<file path="src/rtl/utils_pkg.sv">
// utils_pkg: shared Gray-code helpers and the counter end-of-range mode.
//   GrayWordWidth  widest word the Gray helpers handle (32 bits)
//   gray_mode_e    GRAY_WRAP (modulo stepping) / GRAY_SATURATE (blocked at ends)
//   bin_to_gray    binary -> reflected Gray
//   gray_to_bin    reflected Gray -> binary
//   count_bits     population count, handy for Gray adjacency checks
package utils_pkg;

  localparam int GrayWordWidth = 32;

  typedef enum logic {GRAY_WRAP, GRAY_SATURATE} gray_mode_e;

  function automatic logic [GrayWordWidth-1:0] bin_to_gray(
    input logic [GrayWordWidth-1:0] b
  );
    return b ^ (b >> 1);
  endfunction

  // Each binary bit is the XOR of all Gray bits at or above it.
  function automatic logic [GrayWordWidth-1:0] gray_to_bin(
    input logic [GrayWordWidth-1:0] g
  );
    logic [GrayWordWidth-1:0] b;
    b[GrayWordWidth-1] = g[GrayWordWidth-1];
    for (int i = GrayWordWidth-2; i >= 0; i--) b[i] = b[i+1] ^ g[i];
    return b;
  endfunction

  function automatic int count_bits(input logic [GrayWordWidth-1:0] v);
    int c;
    c = 0;
    for (int i = 0; i < GrayWordWidth; i++) c += int'(v[i]);
    return c;
  endfunction

endpackage

</file>
<file path="src/rtl/gray_step_counter.sv">
// gray_step_counter: parametrised up/down counter with registered binary and
// Gray outputs plus end-of-range status.
//   Width (2..GrayWordWidth), ResetValue (< 2**Width), Mode (wrap/saturate)
// Ports:
//   clk_i, rst_i          clock (rising), async active-high reset
//   clr_i                 sync clear to ResetValue, clears sat_o
//   load_i, load_value_i  sync load, clears sat_o (clr_i wins)
//   en_i, up_i            one step per enabled cycle, up_i=1 increments
//   bin_o, gray_o         registered count and its Gray code
//   at_max_o, at_min_o    registered end-of-range flags
//   wrap_o                one-cycle pulse after a wrapping step
//   sat_o                 sticky: a step was blocked in saturate mode
// Every output is a flop; all are updated from the same next-state value so
// bin_o and gray_o always change on the same edge.
module gray_step_counter
  import utils_pkg::*;
#(
  parameter int               Width      = 4,
  parameter logic [Width-1:0] ResetValue = '0,
  parameter gray_mode_e       Mode       = GRAY_WRAP
) (
  input  logic             clk_i,
  input  logic             rst_i,
  input  logic             clr_i,
  input  logic             load_i,
  input  logic [Width-1:0] load_value_i,
  input  logic             en_i,
  input  logic             up_i,
  output logic [Width-1:0] bin_o,
  output logic [Width-1:0] gray_o,
  output logic             at_max_o,
  output logic             at_min_o,
  output logic             wrap_o,
  output logic             sat_o
);

  // Zero-extend into the shared helper and keep only the low Width bits.
  function automatic logic [Width-1:0] to_gray(input logic [Width-1:0] b);
    logic [GrayWordWidth-1:0] w;
    w = bin_to_gray(GrayWordWidth'(b));
    return w[Width-1:0];
  endfunction

  localparam logic [Width-1:0] MaxVal  = '1;
  localparam logic [Width-1:0] MinVal  = '0;
  localparam logic [Width-1:0] RstGray = to_gray(ResetValue);
  localparam logic             Sat     = (Mode == GRAY_SATURATE);

  logic [Width-1:0] next_bin;
  logic             next_wrap;
  logic             next_sat;

  always_comb begin
    next_bin  = bin_o;
    next_wrap = 1'b0;
    next_sat  = sat_o;
    if (clr_i) begin
      next_bin = ResetValue;
      next_sat = 1'b0;
    end else if (load_i) begin
      next_bin = load_value_i;
      next_sat = 1'b0;
    end else if (en_i) begin
      if (up_i) begin
        if (bin_o == MaxVal) begin
          // End of range: saturate blocks the step, wrap rolls over to 0.
          if (Sat) next_sat = 1'b1;
          else begin
            next_bin  = MinVal;
            next_wrap = 1'b1;
          end
        end else begin
          next_bin = bin_o + Width'(1);
        end
      end else begin
        if (bin_o == MinVal) begin
          if (Sat) next_sat = 1'b1;
          else begin
            next_bin  = MaxVal;
            next_wrap = 1'b1;
          end
        end else begin
          next_bin = bin_o - Width'(1);
        end
      end
    end
  end

  always_ff @(posedge clk_i or posedge rst_i) begin
    if (rst_i) begin
      bin_o    <= ResetValue;
      gray_o   <= RstGray;
      at_max_o <= (ResetValue == MaxVal);
      at_min_o <= (ResetValue == MinVal);
      wrap_o   <= 1'b0;
      sat_o    <= 1'b0;
    end else begin
      bin_o    <= next_bin;
      gray_o   <= to_gray(next_bin);
      at_max_o <= (next_bin == MaxVal);
      at_min_o <= (next_bin == MinVal);
      wrap_o   <= next_wrap;
      sat_o    <= next_sat;
    end
  end

endmodule

</file>
<file path="config.mk">
export PLATFORM = sky130hd
export DESIGN_NAME = gray_step_counter
export DESIGN_NICKNAME = d
export VERILOG_FILES = /design/src/rtl/utils_pkg.sv /design/src/rtl/gray_step_counter.sv
export SDC_FILE = /design/constraint.sdc
export NUM_CORES = 1
export LEC_CHECK = 0
export ABC_AREA = 1
export BUFFER_PORTS_ARGS = -buffer_cell sky130_fd_sc_hd__buf_4
export CORE_ASPECT_RATIO = 0.7
export CORE_MARGIN = 2
export CORE_UTILIZATION = 35
export DETAILED_ROUTE_END_ITERATION = 7
export PLACE_DENSITY = 0.56
export SLEW_MARGIN = 20
export SYNTH_ARGS = -nofsm -noshare
export SYNTH_HDL_FRONTEND = slang
export SYNTH_SLANG_ARGS = --single-unit
export TNS_END_PERCENT = 50
</file>
<file path="constraint.sdc">
create_clock -name clk_i -period 4.4 [get_ports clk_i]
set_input_delay 0.88 -clock clk_i [delete_from_list [all_inputs] [get_ports clk_i]]
set_output_delay 0.88 -clock clk_i [all_outputs]
set_load 0.005 [all_outputs]
</file>
==> qor.csv, run 1 <==
stage;metric;value;unit
sta;Sum Neg Setup Slack;0;ps
flow_run;Max Cap Viol;0;
clock_network;post-CTS sizing;0;
sta;Tcrit/Tclk final;42.26;%
critical_path;kind of cell adding the most delay to the critical path;flip-flops;
sta;RSZ-0062 raised after global routing;false;
logic_synthesis;Synth async-reset ratio;100.0;%
clock_network;Worst-Skew Late Latency;260;ps
route;Avg WL per Cell;10.91;um
logic_synthesis;Post-synth EDFFs;0;
route;vias per cell;4.698;
outcome;outcome;complete, no violations;
placement;DP HPWL;1.143;mm
cells_and_area;Fillers;185;
route;Routed WL;1.407;mm
critical_path;crit-path max FO;9;
sta;WHS;599.7;ps
floorplanning;die width;56.90;um
floorplanning;Core Region;0.001854;sq mm
critical_path;R2R depth;12;
route;post-route antenna net violation count;0;
pwr;VDD IR max;0.0001776;V
logic_synthesis;Seq cells post-synth;10;
critical_path;WS Path Type;reg2out;
clock_network;clock buffer depth;2;
logic_synthesis;Yosys cell types;23;
cells_and_area;commonest non-fill, non-tap cell in the layout;buf_4;
cells_and_area;Layout area overhead;25.73;%
cells_and_area;most frequent cells in the layout;buf_4, nand2_1, inv_1, nand3_1, dfrtp_1;
clock_network;clock transition at the registers of the reported paths;70;ps
floorplanning;Die Ht;41.03;um
critical_path;setup slack, reg-to-reg;2740;ps
route;via count;606;
route;metal2 WL;619;um
logic_synthesis;Ys Warns;0;
logic_synthesis;Avg Inst Size Synth;7.881;sq um
floorplanning;I/O pin cnt;22;
critical_path;Crit Reg-Reg Startpoint;bin_o[0];
grt;grt total ovfl;0;
logic_synthesis;Seq/Total Area, Yosys;36.68;%
route;DR WL met3;114;um
critical_path;CP max-delay cell;dfrtp_1;
cells_and_area;layout cells sized above 1;34.58;%
critical_path;worst path cell trace;buf_4;
clock_network;# clock sinks;10;
logic_synthesis;Primary FF master, synth;dfrtp_1;
sta;Max Clock Skew;0.6294;ps
floorplanning;die footprint;0.002335;sq mm
logic_synthesis;Synth Net Count;103;
cells_and_area;nets@finish;124;
critical_path;Req. time, crit path;3520;ps
cells_and_area;Ant. Diodes;0;
grt;first-pass GRT wire length;2.332;mm
critical_path;buffers and inverters on the worst path;1;
pwr;Pwr Density;297.5;mW/mm^2
route;initial DRC count;17;
critical_path;Max stage delay on crit path;540;ps
placement;placed insts;125;
clock_network;CTS Hold Bufs;0;
clock_network;TritonCTS buffer count;3;
floorplanning;# rows;13;
route;Metal-1 WL;673;um
placement;Buffers on Ports;20;
placement;placer congestion estimate;0.8157;
grt;initial antenna violation count;0;
pwr;LEAKAGE;0.4803;nW
clock_network;CTS tree;built;
grt;GRT Util Overall;13.84;%
pwr;Tot Pwr;0.2565;mW
clock_network;Setup Fix Bufs, Post-CTS;0;
route;TritonRoute pass-1 iters;4;
grt;largest net degree at the start of global routing;11;
worst_hold_path;Worst Hold Class;in2async;
critical_path;Critical Path Source Type;flip-flop;
cells_and_area;post-layout util;46.49;%
grt;vias in the first global route;502;
sta;maximum clock rate;0.5378;GHz
sta;final setup fails;0;
sta;min cycle time layout;1859;ps
logic_synthesis;Synth Instances;87;
sta;Pins Over Slew Limit;0;
logic_synthesis;Cell Area, Synth;685.7;sq um
floorplanning;Starting Density;36.98;%
critical_path;Critical Path End Type;primary output;
clock_network;root buf cell;clkbuf_4;
route;top layer in use;met3;
sta;Final Hold Viols;0;
route;drt drc;0;
cells_and_area;fin cells;129;
critical_path;r2r endpoint;at_max_o;
clock_network;H-Tree Depth;1;
critical_path;CP arrival;980;ps
-- area by class of cell --
type | instances | area [sq um] | share of cell area [%]
Timing Repair Buffer | 20 | 150.1 | 17.42
Clock buffer | 4 | 36.28 | 4.209
Multi-Input combinational cell | 56 | 332.8 | 38.61
Inverter | 17 | 63.81 | 7.402
Sequential cell | 10 | 251.5 | 29.17
Tap cell | 22 | 27.53 | 3.193
-- where the power goes --
| part | total [mW] | leakage, nW | switching, mW | internal [mW] |
|---|---|---|---|---|
| registers | 0.109 | 0.127 | 0.00803 | 0.101 |
| clock network | 0.0828 | 0.0210 | 0.0325 | 0.0502 |
| logic | 0.0646 | 0.333 | 0.0331 | 0.0315 |
-- worst max path at each step --
stage | from | end | cells past startpoint
floorplan | up_i | gray_o[0] | 7
global placement | up_i | at_max_o | 7
detailed placement | up_i | at_max_o | 7
CTS | bin_o[2] | bin_o[2] | 1
global route | bin_o[2] | bin_o[2] | 1
finish | bin_o[2] | bin_o[2] | 1
-- cells in the mapped netlist (2+ instances only) --
cell | n | area (sq um)
dfrtp_1 | 9 | 225.2
nand2_2 | 3 | 18.77
o21ai_0 | 3 | 15.01
inv_1 | 13 | 48.80
nor2_2 | 2 | 12.51
nand3_1 | 10 | 50.05
ha_1 | 6 | 75.07
buf_6 | 2 | 22.52
buf_4 | 2 | 15.01
a21oi_1 | 3 | 15.01
nand4_1 | 3 | 18.77
nor2_1 | 2 | 7.510
nand2_1 | 15 | 56.30
a21oi_2 | 2 | 17.52
inv_2 | 4 | 15.01
-- flip-flops by register name, summed over array words and instances, names as in the netlist --
signal    cells
gray_o        3
at_min_o      1
at_max_o      1
bin_o         4
wrap_o        1
-- per-stage QoR --
step	instance area, sq um	setup slack, ps
final	862.1	2541
after global routing	862.1	2494
after CTS	862.1	2537
after detailed placement	825.8	2502
after global placement	825.8	2506
after floorplan	685.7	2616
-- routing by layer --
layer  up-vias  track usage (%)
li1        314                -
met1       262            18.87
met2        30            20.40
met3         0            5.678
met4         0            3.488
met5         -                0
-- cells by family after synthesis --
kind of cell / share of synthesized area (%)
DFF: 36.68
buffers and inverters: 14.78
adders and majority gates: 10.95
other: 0.5469
and+or+nand+nor: 26.09
xor gates and xnor gates: 1.278
AOI/OAI and AO/OA: 9.671
No activity file was read; power rests on OpenSTA's default activity.
==> inputs of run 2 (changes only) <==
Settings changed: PLACE_DENSITY 0.56 to 0.58.
Clock period 4.4 ns to 1.53 ns, I/O delays scaled along.
==> run 2 against run 1 <==
Global-route usage shrank 0.92 points. Cell area increased by 10%. Combinational power rose to 3.5 times the previous value. Utilization is 4.8 points higher. Critical path depth grew 7. Critical path type is now reg2reg. Die area stayed put. Flip-flop and latch count unchanged. Clock-buffer cell count unchanged. Power rose to 3.0 times the previous value.
==> qor.csv, run 2 (synthesis gave the netlist of run 1 again) <==
stage;metric;value;unit;change
grt;initial antenna violation count;0;;unchanged
cells_and_area;Layout area overhead;38.69;%;
route;via count;640;;+5.6%
cells_and_area;nets@finish;129;;+4.0%
sta;min cycle time layout;1457;ps;
floorplanning;Core Region;0.001854;sq mm;unchanged
cells_and_area;most frequent cells in the layout;buf_4, nand2_1, inv_1, nand3_1;;
clock_network;clock transition at the registers of the reported paths;70;ps;about the same
cells_and_area;Ant. Diodes;0;;unchanged
worst_hold_path;Worst Hold Class;in2async;;
floorplanning;Die Ht;41.03;um;unchanged
critical_path;crit-path max FO;5;;-4
sta;final setup fails;0;;unchanged
route;Routed WL;1.475;mm;+4.8%
flow_run;Max Cap Viol;0;;unchanged
clock_network;# clock sinks;10;;unchanged
critical_path;CP arrival;1610;ps;+630 ps
clock_network;root buf cell;clkbuf_4;;
sta;Final Hold Viols;0;;unchanged
floorplanning;die footprint;0.002335;sq mm;unchanged
grt;largest net degree at the start of global routing;11;;unchanged
grt;first-pass GRT wire length;2.187;mm;-6.2%
cells_and_area;Largest register FFs;4;;unchanged
cells_and_area;layout cells sized above 1;51.79;%;+17 points
placement;DP HPWL;1.138;mm;-0.45%
route;initial DRC count;20;;+3
sta;maximum clock rate;0.6863;GHz;
critical_path;WS Path Type;reg2reg;;
placement;Buffers on Ports;20;;unchanged
critical_path;Req. time, crit path;1680;ps;-1840 ps
floorplanning;I/O pin cnt;22;;unchanged
clock_network;TritonCTS buffer count;3;;unchanged
cells_and_area;fin area;950.9;sq um;+10%
route;vias per cell;4.776;;+1.7%
critical_path;Critical Path Source Type;flip-flop;;
pwr;VDD IR max;0.0004062;V;+130%
grt;GRT Util Overall;12.92;%;-0.92 points
route;drt drc;0;;unchanged
sta;Sum Neg Setup Slack;0;ps;unchanged
pwr;Pwr Density;810.5;mW/mm^2;+170%
sta;Pins Over Slew Limit;0;;unchanged
cells_and_area;most flop-heavy register;bin_o;;
critical_path;Critical Path End Type;flip-flop;;
grt;vias in the first global route;532;;+6.0%
placement;dpl cell area;848.3;sq um;+2.7%
sta;RSZ-0062 raised after global routing;true;;
floorplanning;# rows;13;;unchanged
placement;placer congestion estimate;0.8162;;about the same
clock_network;clock buffer depth;2;;unchanged
route;Avg WL per Cell;11.01;um;+0.92%
route;post-route antenna net violation count;0;;unchanged
sta;Tcrit/Tclk final;95.23;%;
cells_and_area;Top Registers;bin_o: 4 flops, gray_o: 3 flops;;
clock_network;Worst-Skew Late Latency;260;ps;about the same
grt;grt total ovfl;0;;unchanged
cells_and_area;commonest non-fill, non-tap cell in the layout;buf_4;;
floorplanning;die width;56.90;um;unchanged
clock_network;CTS tree;built;;
sta;Max Clock Skew;5.585;ps;+4.955 ps
sta;setup ws final;72.97;ps;-2468 ps
floorplanning;Starting Density;36.98;%;unchanged
pwr;LEAKAGE;0.4984;nW;+3.8%
clock_network;H-Tree Depth;1;;unchanged
outcome;outcome;complete, no violations;;
route;TritonRoute pass-1 iters;4;;unchanged
placement;pre-CTS worst setup slack;-15.41;ps;-2518 ps
[run 2: changes by cell type in the layout (fill, tap and decap cells not counted), sizes merged]
cell	change
buf	+5
[run 2: worst max-delay path, stage by stage, from the launching register on]
cell and delay, ps:
dfrtp_1 410, buf_4 170, nor2_2 110, nand3_1 80
nand3_1 100, nand3_2 90, nand2_1 70, nand2_1 50
ha_1 260
[run 2: cell type report]
type | instances | area (sq um)
multi-input cells | 56 | 381.6
repair buffers | 25 | 187.7
fillers | 189 | 903.4
inverters | 17 | 63.81
flip-flops and latches | 10 | 254.0
clock buffers | 4 | 36.28
well taps | 22 | 27.53
[run 2: timing repair]
action	4_1_cts	5_1_grt
endpoints found under the setup margin	1	4
hold endpoints to repair	0	0
setup buffers	0	2
pin swaps	0	6
hold buffers	0	0
gates resized for setup	1	16
[run 2: metrics by stage]
stage	cells	power, mW	hold WS (ps)	util, %
2_1_floorplan	87	0.4324	145.5	-
3_3_place_gp	128	0.5156	299.8	45.75
3_5_place_dp	128	0.5170	313.0	45.75
4_1_cts	132	0.7547	22.65	47.84
5_1_grt	134	0.8228	43.28	51.28
6_report	134	0.7707	9.365	51.28
[run 2: path summary, 6_finish.rpt]
| kind | from | to | slack [ps] | cells after the start |
|---|---|---|---|---|
| setup / recovery | bin_o[1] | gray_o[2] | 70 | 8 |
| hold / removal | rst_i | wrap_o | 9 | 2 |
| setup reg to reg | bin_o[1] | gray_o[2] | 70 | 8 |
| hold reg to reg | bin_o[2] | wrap_o | 750 | 4 |
| max in group asynchronous | rst_i | at_min_o | 1220 | 2 |
| min in group clk_i | clr_i | bin_o[2] | 340 | 4 |
[run 2: layer usage]
layer  vias up  GRT usage [%]  share of wire [%]
met2        30          22.13                 47
met3         0          4.732                8.5
met1       287          16.42                 44
met4         0          1.744                  0
met5         -              0                  0
li1        323              -                  -
[run 2: where the power goes]
group | leakage [nW] | total [mW] | switching [mW] | internal, mW
Clock | 0.0210 | 0.234 | 0.0893 | 0.144
Sequential | 0.124 | 0.311 | 0.0190 | 0.292
Combinational | 0.353 | 0.226 | 0.114 | 0.112
Total | 0.498 | 0.771 | 0.222 | 0.549
